`config.mk`:
```
export PLATFORM = sky130hd
export DESIGN_NAME = accum_rr_scheduler
export DESIGN_NICKNAME = d
export VERILOG_FILES = /design/src/rtl/accum_rr_scheduler.sv
export SDC_FILE = /design/constraint.sdc
export NUM_CORES = 1
export LEC_CHECK = 0
export BUFFER_PORTS_ARGS = -buffer_cell sky130_fd_sc_hd__buf_2
export CAP_MARGIN = 20
export CORE_ASPECT_RATIO = 1.1
export CORE_UTILIZATION = 30
export CTS_CLUSTER_DIAMETER = 100
export DETAILED_ROUTE_END_ITERATION = 6
export PLACE_DENSITY_LB_ADDON = 0.1
export SYNTH_ARGS = -nofsm -noshare
export SYNTH_HDL_FRONTEND = slang
export SYNTH_SLANG_ARGS = --single-unit
export TNS_END_PERCENT = 10
```
`constraint.sdc`:
```
create_clock -name clk -period 2.6 [get_ports clk]
set_input_delay 0.52 -clock clk [delete_from_list [all_inputs] [get_ports clk]]
set_output_delay 0.52 -clock clk [all_outputs]
set_load 0.02 [all_outputs]
```
`src/rtl/accum_rr_scheduler.sv`:
```
// accum_rr_scheduler: round-robin sequencer for the shared accumulator datapath.
// N_REQ requesters compete for one adder. The winner's operand is registered onto
// dp_data, add is pulsed, one settle cycle follows, and then the alarm is examined.
// Optional macro ALARM_AUTOCLR_EN: leave ALARM on its own after AUTOCLR_CYC cycles.
module accum_rr_scheduler #(
    parameter int N_REQ       = 2,
    parameter int DATA_W      = 8,
    parameter int AUTOCLR_CYC = 16
) (
    input  logic                      clk,
    input  logic                      rst_n,
    input  logic [N_REQ-1:0]          req,
    input  logic [N_REQ*DATA_W-1:0]   req_data,
    output logic [N_REQ-1:0]          ack,
    input  logic                      clr_req,
    input  logic                      al,
    output logic [DATA_W-1:0]         dp_data,
    output logic                      add,
    output logic                      clr,
    output logic                      l,
    output logic                      busy,
    output logic [1:0]                state_dbg
);

    localparam int IDX_W = (N_REQ > 1) ? $clog2(N_REQ) : 1;

    // ALARM gets its own code so it cannot be confused with WAIT internally
    typedef enum logic [2:0] {
        S_INIT  = 3'd0,
        S_IDLE  = 3'd1,
        S_GRANT = 3'd2,
        S_WAIT  = 3'd3,
        S_ALARM = 3'd4
    } state_t;

    state_t              state_q, state_d;
    logic [IDX_W-1:0]    ptr_q, ptr_d;
    logic [IDX_W-1:0]    winner_q, winner_d;
    logic [DATA_W-1:0]   dp_data_q, dp_data_d;
    logic                clr_pend_q, clr_pend_d;

`ifdef ALARM_AUTOCLR_EN
    localparam int CNT_W = (AUTOCLR_CYC > 1) ? $clog2(AUTOCLR_CYC) : 1;
    localparam logic [CNT_W-1:0] CNT_LAST = CNT_W'(AUTOCLR_CYC - 1);
    logic [CNT_W-1:0]    cnt_q, cnt_d;
`endif

    // Unpack the flat operand bus into one entry per requester
    logic [DATA_W-1:0]   data_arr [N_REQ];
    genvar gi;
    generate
        for (gi = 0; gi < N_REQ; gi++) begin : g_unpack
            assign data_arr[gi] = req_data[gi*DATA_W +: DATA_W];
        end
    endgenerate

    // Round-robin search: first set req bit starting just above the pointer, wrapping
    logic                found;
    logic [IDX_W-1:0]    pick;
    logic [IDX_W:0]      cand;
    always_comb begin
        found = 1'b0;
        pick  = '0;
        cand  = '0;
        for (int i = 0; i < N_REQ; i++) begin
            cand = {1'b0, ptr_q} + (IDX_W+1)'(i + 1);
            if (cand >= (IDX_W+1)'(N_REQ)) begin
                cand = cand - (IDX_W+1)'(N_REQ);
            end
            if (!found && req[cand[IDX_W-1:0]]) begin
                found = 1'b1;
                pick  = cand[IDX_W-1:0];
            end
        end
    end

    // State and datapath-side registers
    always_ff @(posedge clk or negedge rst_n) begin
        if (!rst_n) begin
            state_q    <= S_INIT;
            ptr_q      <= IDX_W'(N_REQ - 1);
            winner_q   <= '0;
            dp_data_q  <= '0;
            clr_pend_q <= 1'b0;
`ifdef ALARM_AUTOCLR_EN
            cnt_q      <= '0;
`endif
        end else begin
            state_q    <= state_d;
            ptr_q      <= ptr_d;
            winner_q   <= winner_d;
            dp_data_q  <= dp_data_d;
            clr_pend_q <= clr_pend_d;
`ifdef ALARM_AUTOCLR_EN
            cnt_q      <= cnt_d;
`endif
        end
    end

    // Next-state logic; winner and operand are captured on the IDLE->GRANT transition
    always_comb begin
        state_d    = state_q;
        ptr_d      = ptr_q;
        winner_d   = winner_q;
        dp_data_d  = dp_data_q;
        clr_pend_d = clr_pend_q;
`ifdef ALARM_AUTOCLR_EN
        cnt_d      = cnt_q;
`endif
        case (state_q)
            S_INIT: begin
                clr_pend_d = 1'b0;
                state_d    = S_IDLE;
            end
            S_IDLE: begin
                if (clr_req || clr_pend_q) begin
                    state_d = S_INIT;
                end else if (al) begin
                    state_d = S_ALARM;
`ifdef ALARM_AUTOCLR_EN
                    cnt_d   = '0;
`endif
                end else if (found) begin
                    state_d   = S_GRANT;
                    winner_d  = pick;
                    dp_data_d = data_arr[pick];
                end
            end
            S_GRANT: begin
                // A clear arriving mid-transaction waits until the add has settled
                ptr_d   = winner_q;
                state_d = S_WAIT;
                if (clr_req) clr_pend_d = 1'b1;
            end
            S_WAIT: begin
                state_d = S_IDLE;
                if (clr_req) clr_pend_d = 1'b1;
            end
            S_ALARM: begin
                if (clr_req) begin
                    state_d = S_INIT;
                end
`ifdef ALARM_AUTOCLR_EN
                else if (cnt_q == CNT_LAST) begin
                    state_d = S_INIT;
                end else begin
                    cnt_d = cnt_q + 1'b1;
                end
`endif
            end
            default: state_d = S_INIT;
        endcase
    end

    // Outputs decode purely from the current state, so they are exclusive by construction
    always_comb begin
        ack       = '0;
        add       = 1'b0;
        clr       = 1'b0;
        l         = 1'b0;
        busy      = (state_q != S_IDLE);
        state_dbg = (state_q == S_ALARM) ? 2'b11 : state_q[1:0];
        case (state_q)
            S_INIT:  clr = 1'b1;
            S_GRANT: begin
                add           = 1'b1;
                ack[winner_q] = 1'b1;
            end
            S_ALARM: l = 1'b1;
            default: ;
        endcase
    end

    assign dp_data = dp_data_q;

endmodule

```
======== Yosys cells after proc, flatten, opt, wreduce, memory -nomap -nowiden ========
Cells that the tools add are included.
word-level totals
  memories ................................ 0
  latch bits .............................. 0
  logic and storage cells ................. 65
  RAM bits ................................ 0
  bits of input ports ..................... 22
  register bits ........................... 14
  output and inout bits ................... 16
  ROM bits ................................ 0
cells by class
  equal/unequal tests ..................... 8
  shift operators ......................... 0
  multiplexer cells ....................... 27
  add/subtract/negate cells ............... 4
  reduce and logical (&&, ||, !) cells .... 11
  multipliers ............................. 0
  magnitude comparators ................... 7
  divide/modulo/power cells ............... 0
  bitwise operators ....................... 3
operators by type and width
  operator                                             number
  two-way mux 8 bit                                    3
  two-way mux 1 bit                                    15
  two-way mux 3 bit                                    4
  case mux 3 bit (4 select lines)                      1
  == test 3 x 2 -> 1 bit (second input constant)       2
  >= comparator 2 bit (second input constant)          3
  < comparator 1 x 2 -> 1 bit (second input constant)  3
  two-way mux 2 bit                                    2
  != test 4 bit (second input constant)                1
  AND reduction 2 bit                                  2
  AND reduction 4 bit                                  1
  OR reduction 2 bit                                   2
  == test 3 x 1 -> 1 bit (second input constant)       1
  == test 3 bit (second input constant)                1
  logical NOT 3 bit                                    1
  != test 3 x 1 -> 1 bit (second input constant)       1
  adder 1 x 1 -> 2 bit (second input constant)         1
  adder 1 x 2 -> 2 bit (second input constant)         1
  logical AND 1 bit                                    2
  != test 2 x 1 -> 1 bit (second input constant)       1
  != test 2 bit (second input constant)                1
  inverter 1 bit                                       2
  inverter 1 -> 2 bit                                  1
  case mux 1 bit (2 select lines)                      1
  other kinds (6)                                      7

======== Logic depth before layout (Yosys ltp) ========
Gate-level depths: netlist of the first run.
  depth after elaboration ................. 13
  mapped depth ............................ 3
  mapped depth without buffers ............ 3

======== Worst setup path before layout of the first run ========
OpenSTA, ideal clock, no wires.
  path kind ............................... register -> output
  start ................................... register state_q[1]
  end ..................................... output port state_dbg[0]
  data arrival time ....................... 1.423 ns
  data required time ...................... 2.080 ns
  slack ................................... 0.657 ns
  cell stages (with the launch flop) ...... 3
  path through ............................ dfrtp_1 nor3b_1 or2_2
on the way
  cells in the longest elaborated chain, start to end .. 2
ends and longest elaborated chain
  what                      line  source
  start: declaration        36    state_t state_q, state_d;
  start signal: assignment  89    state_q <= state_d;
  == test 3 bit             162   state_dbg = (state_q == S_ALARM) ? 2'b11 : state_q[1:0];
  two-way mux 2 bit         162
  end: declaration          22    output logic [1:0] state_dbg
No other way between the ends.

======== Worst setup path after layout of the first run ========
Same ends and word-level chain as after synthesis.

==> results of run 1 <==
==> state kept, by name (all words and copies together), names as in the netlist <==
| register | cells |
|---|---|
| clr_pend_q | 1 |
| dp_data | 8 |
| ptr_q | 1 |
| state_q | 3 |
| winner_q | 1 |
==> routing by layer <==
layer / track usage, % / up-vias / wire length (um)
li1: - / 300 / -
met1: 14.73 / 296 / 621
met2: 21.99 / 21 / 722
met3: 1.977 / 2 / 78
met4: 8.824 / 0 / 13
met5: 0 / - / 0
==> layout by cell type (no fill, tap or decap) <==
cell,synthesis,layout
clkbuf_8,0,1
or4b_4,1,1
nor2b_1,1,1
buf_4,0,1
a21o_1,1,1
mux2_2,16,16
o22ai_1,2,2
o21ai_0,1,1
a21boi_1,1,1
dfstp_2,1,1
nand2b_1,1,1
o2bb2ai_1,1,1
buf_2,0,37
nor2_1,3,3
nor3b_1,1,1
and3_1,1,1
nor3b_4,1,1
a221oi_1,1,1
o21a_1,1,1
or2_2,5,5
nor3_1,2,2
clkbuf_4,0,3
dfrtp_1,13,13
nand2_1,1,1
inv_1,6,6
==> cells by family (layout without fill, tap and decap cells) <==
kind of cell | after synthesis | in the layout
simple gates | 17 | 17
compound gates | 8 | 8
mux | 16 | 16
flops | 14 | 14
buf+inv | 6 | 48
==> per-stage QoR <==
step / cells / cell area [um2] / hold slack (ns)
finish: 133 / 993.5 / 0.1289
global route: 133 / 993.5 / 0.1272
CTS: 133 / 993.5 / 0.1213
detailed placement: 129 / 957.2 / 0.4327
global placement: 129 / 957.2 / 0.4390
floorplan: 61 / 726.9 / 0.2244
==> worst max path at each step <==
stage,end,depth (start not counted)
floorplan,state_dbg[0],2
CTS,state_dbg[0],3
global placement,dp_data[0],3
finish,state_dbg[0],3
global route,state_dbg[0],3
detailed placement,dp_data[4],3
==> worst max-delay path: stages (launching register included) <==
cell and delay [ns]:
dfrtp_1 0.45, nor3b_1 0.50, or2_2 0.20, buf_2 0.15
==> power groups by stage <==
stage	sequential, uW	combinational [uW]	clock, uW
2_1_floorplan	472	318	0
3_3_place_gp	404	561	0
3_5_place_dp	402	565	0
4_1_cts	400	566	163
5_1_grt	418	609	171
6_report	400	557	150
==> final cells by class <==
cell class	count	share of cell area (%)
clock buffers	4	3.652
inverters	6	2.267
multi-input cells	41	35.52
flip-flops and latches	14	35.39
well taps	30	3.778
repair buffers	38	19.40
==> impl_metrics.tcl, run 1 <==
set metrics [dict create \
    outcome "completed" \
    h-tree-depth 1 \
    area_growth_pct 36.66 \
    layout_setup_ws_ns 0.5060 \
    power_uw 1107 \
    synth_commonest_cells "16 x mux2_2, 13 x dfrtp_1, 6 x inv_1" \
    synth.most_common_cell "mux2_2" \
    io_buffers 37 \
    slew_headroom_pct 63.25 \
    first_pass_iters 4 \
    cts.repair.resized 0 \
    ys_types 21 \
    cts.clk_slew.worst_paths_ns 0.08 \
    p_comb_share_pct 50.3 \
    core.rowCount 18 \
    grt_pass1_vias 587 \
    fmax_mhz 477.5 \
    ant_nets 0 \
    netSwitchingFraction_pct 39.97 \
    track_usage_pct 12.69 \
    ff2ff_path_depth 3 \
    grt_pass1_wl_um 2484 \
    synth_xor_area_share_pct 0 \
    regArea_um2 351.6 \
    max_cap_viol_count 0 \
    fin_nets 126 \
    synth_compound_area_share_pct 7.917 \
    diodes 0 \
    multi_input_area_um2 352.8 \
    grt.overflow.total 0 \
    syn_nets 83 \
    final_layout_size_suffix_gt1_share_pct 64.08 \
    dp_hpwl_um 1134 \
    nFillCells 250 \
    wl_um 1436 \
    synthSimpleGateAreaFrac_pct 15.83 \
    leakage_uw 0.0005142 \
    synth_area_leaders "dfrtp_1 45%, mux2_2 25%, or2_2 4.3%, dfstp_2 3.6%, inv_1 3.1%" \
    ir_worst_vdd_uv 467.1 \
    root_buffer "clkbuf_4" \
    muxShareOfSynthArea_pct 24.78 \
    p_clk_share_pct 13.6 \
    r2r-end "dp_data[3]" \
    via_per_inst 4.654 \
    worstReg2RegStart "state_q[1]" \
    synth_top_family_by_area "multiplexers" \
    start_util_pct 31.96 \
    cts_hold_buf 0 \
    min_path_type "input port to async pin" \
    antenna_found_initial 0 \
    setup_tns_ns 0 \
    syn_area_um2 726.9 \
    cts_sinks 14 \
    cts_tree "yes" \
    synthAdderAreaFrac_pct 0 \
    crit_fanout 8 \
    postSynthAreaPerCell_um2 11.92 \
    cp_data_arrival_time_ns 1.57 \
    netlist_instances 61 \
    drc 0 \
    dieArea_um2 2624 \
    netlist.area_leader.share_pct 44.75 \
    pre_cts_ws_ns 0.5932 \
    wl_per_cell_um 10.80 \
    yosys.area.top_type "dfrtp_1" \
    post-route-util_pct 43.67 \
    async_reset_ff_share_pct 100.0 \
    die_x_um 48.94 \
    cts_setup_buffers 0 \
    power_switching_uw 442.5 \
    cp-start-kind "flip-flop" \
    slew_violations 0 \
    ys_ff_latch 14 \
    end_kind "output pin" \
    r2r_slack_ns 0.60 \
    drt_iter0_markers 2 \
    ys_seq_area_share_pct 48.36 \
    min_period_ns 2.094 \
    io_pins 38 \
    core-area_um2 2275 \
    grt_start_max_net_pins 15 \
    power.share.sequential_pct 36.1 \
    clk_latency_ns 0.27 \
    synth-edff-count 0 \
    intPower_uw 664.7 \
    finClkSkew_ns 0.002747 \
    numCtsBuffers 3 \
    crit_start "state_q[1]" \
    num_vias 619 \
    hold_violations 0 \
    finalSetupViolCount 0 \
    crit_required_ns 2.08 \
    rsz0062_at_grt "no" \
    worst_slew_pin_slew_ns 0.5500 \
    place_congestion 0.7218 \
    criticalPathCategory "flip-flop to output pin" \
    power.density_nw_per_um2 1115 \
    die_y_um 53.63 \
    fin_crit_sh_pct 80.54 \
    yosys_warnings 0 \
    cts_buffer_depth 2 \
    synthFlopType "dfrtp_1" \
]
Power figures use the tool's default switching activity.
==> run 2, diff against run 1 <==
- clock period: 2.6 -> 2.13 ns (I/O delays scaled with it)
==> impl_metrics.tcl, run 2 (synthesized netlist as in run 1, its figures left out) <==
set metrics [dict create \
    largest_reg_flops 8 \
    io_buffers 37 \
    core.rowCount 18 \
    cts.repair.resized 0 \
    cp_data_arrival_time_ns 1.49 \
    root_buffer "clkbuf_4" \
    fmax_mhz 522.1 \
    wl_um 1423 \
    clk_latency_ns 0.27 \
    outcome "completed" \
    cts.clk_slew.worst_paths_ns 0.08 \
    endpoint "state_dbg[1]" \
    cp-start-kind "flip-flop" \
    dieArea_um2 2624 \
    via_per_inst 4.627 \
    slew_headroom_pct 68.47 \
    num_vias 620 \
    diodes 0 \
    holdWs_ns 0.02849 \
    r2r-end "dp_data[6]" \
    drc 0 \
    criticalPathCategory "flip-flop to output pin" \
    numCtsBuffers 3 \
    cts_tree "yes" \
    grt_pass1_wl_um 2608 \
    leakage_uw 0.0005195 \
    io_pins 38 \
    hold_violations 0 \
    place_congestion 0.7136 \
    finClkSkew_ns 0.004449 \
    fin_nets 127 \
    max_cap_viol_count 0 \
    die_y_um 53.63 \
    grt_start_max_net_pins 15 \
    dp_hpwl_um 1133 \
    power.density_nw_per_um2 1355 \
    setup_tns_ns 0 \
    cts_setup_buffers 0 \
    start_util_pct 31.96 \
    first_pass_iters 1 \
    wl_per_cell_um 10.62 \
    worst_slew_pin_slew_ns 0.4719 \
    ff2ff_path_depth 4 \
    design_area_um2 1001 \
    layout_commonest_cell "buf_2" \
    grt.overflow.total 0 \
    die_x_um 48.94 \
    grt_pass1_vias 601 \
    area_growth_pct 37.69 \
    crit_start "state_q[1]" \
    worstReg2RegStart "state_q[1]" \
    ant_nets 0 \
    drt_iter0_markers 0 \
    dpl_cell_area_um2 964.7 \
    min_period_ns 1.916 \
    min_path_type "input port to async pin" \
    final_layout_size_suffix_gt1_share_pct 64.42 \
    track_usage_pct 13.08 \
    finalSetupViolCount 0 \
    r2r_slack_ns 0.25 \
    h-tree-depth 1 \
    layout_common_cells "37 x buf_2, 16 x mux2_2, 13 x dfrtp_1" \
    rsz0062_at_grt "no" \
    cts_buffer_depth 2 \
    cts_hold_buf 0 \
    crit_fanout 8 \
    slew_violations 0 \
    end_kind "output pin" \
    fin_crit_sh_pct 89.93 \
    crit_required_ns 1.70 \
    cts_sinks 14 \
    antenna_found_initial 0 \
    ir_worst_vdd_uv 573.4 \
    core-area_um2 2275 \
]
==> run 2: routing by layer <==
metal  vias up  part of all wire (%)  track usage [%]
met4         0                  0.77            7.353
met3         2                   5.1            1.695
li1        304                     -                -
met5         -                     0                0
met1       293                    40            15.30
met2        21                    54            23.61
==> run 2: layout make-up <==
class	instances	area (um2)
clock buffer	4	36.28
fill	234	1274
inverter	6	22.52
multi-input combinational	41	352.8
sequential	14	351.6
tap	30	37.54
timing repair buffer	39	200.2
==> run 2: through the flow <==
| step | util, % | cells | total power (uW) | setup WS [ns] |
|---|---|---|---|---|
| 2_1_floorplan | - | 61 | 964.0 | 0.2807 |
| 3_3_place_gp | 42.41 | 130 | 1182 | 0.2678 |
| 3_5_place_dp | 42.41 | 130 | 1184 | 0.2524 |
| 4_1_cts | 44.00 | 134 | 1378 | 0.1949 |
| 5_1_grt | 44.00 | 134 | 1462 | 0.08286 |
| 6_report | 44.00 | 134 | 1356 | 0.2145 |
==> run 2: worst min path at each step <==
stage | from | endpoint | cells past startpoint
final | rst_n | dp_data[7] | 1
after CTS | rst_n | dp_data[7] | 1
after global placement | rst_n | dp_data[7] | 1
after global routing | rst_n | dp_data[7] | 1
after floorplan | rst_n | clr_pend_q | 0
after detailed placement | rst_n | dp_data[7] | 1
==> run 2: report_power, final <==
group	switching, uW	internal [uW]	total (uW)
clock	80.3	104	184
sequential	86.6	399	486
combinational	374	312	686
==> run 2: critical path, stage by stage, from the launching register on <==
cell,delay [ns]
dfrtp_1,0.45
nor3b_1,0.43
or2_2,0.19
buf_2,0.15
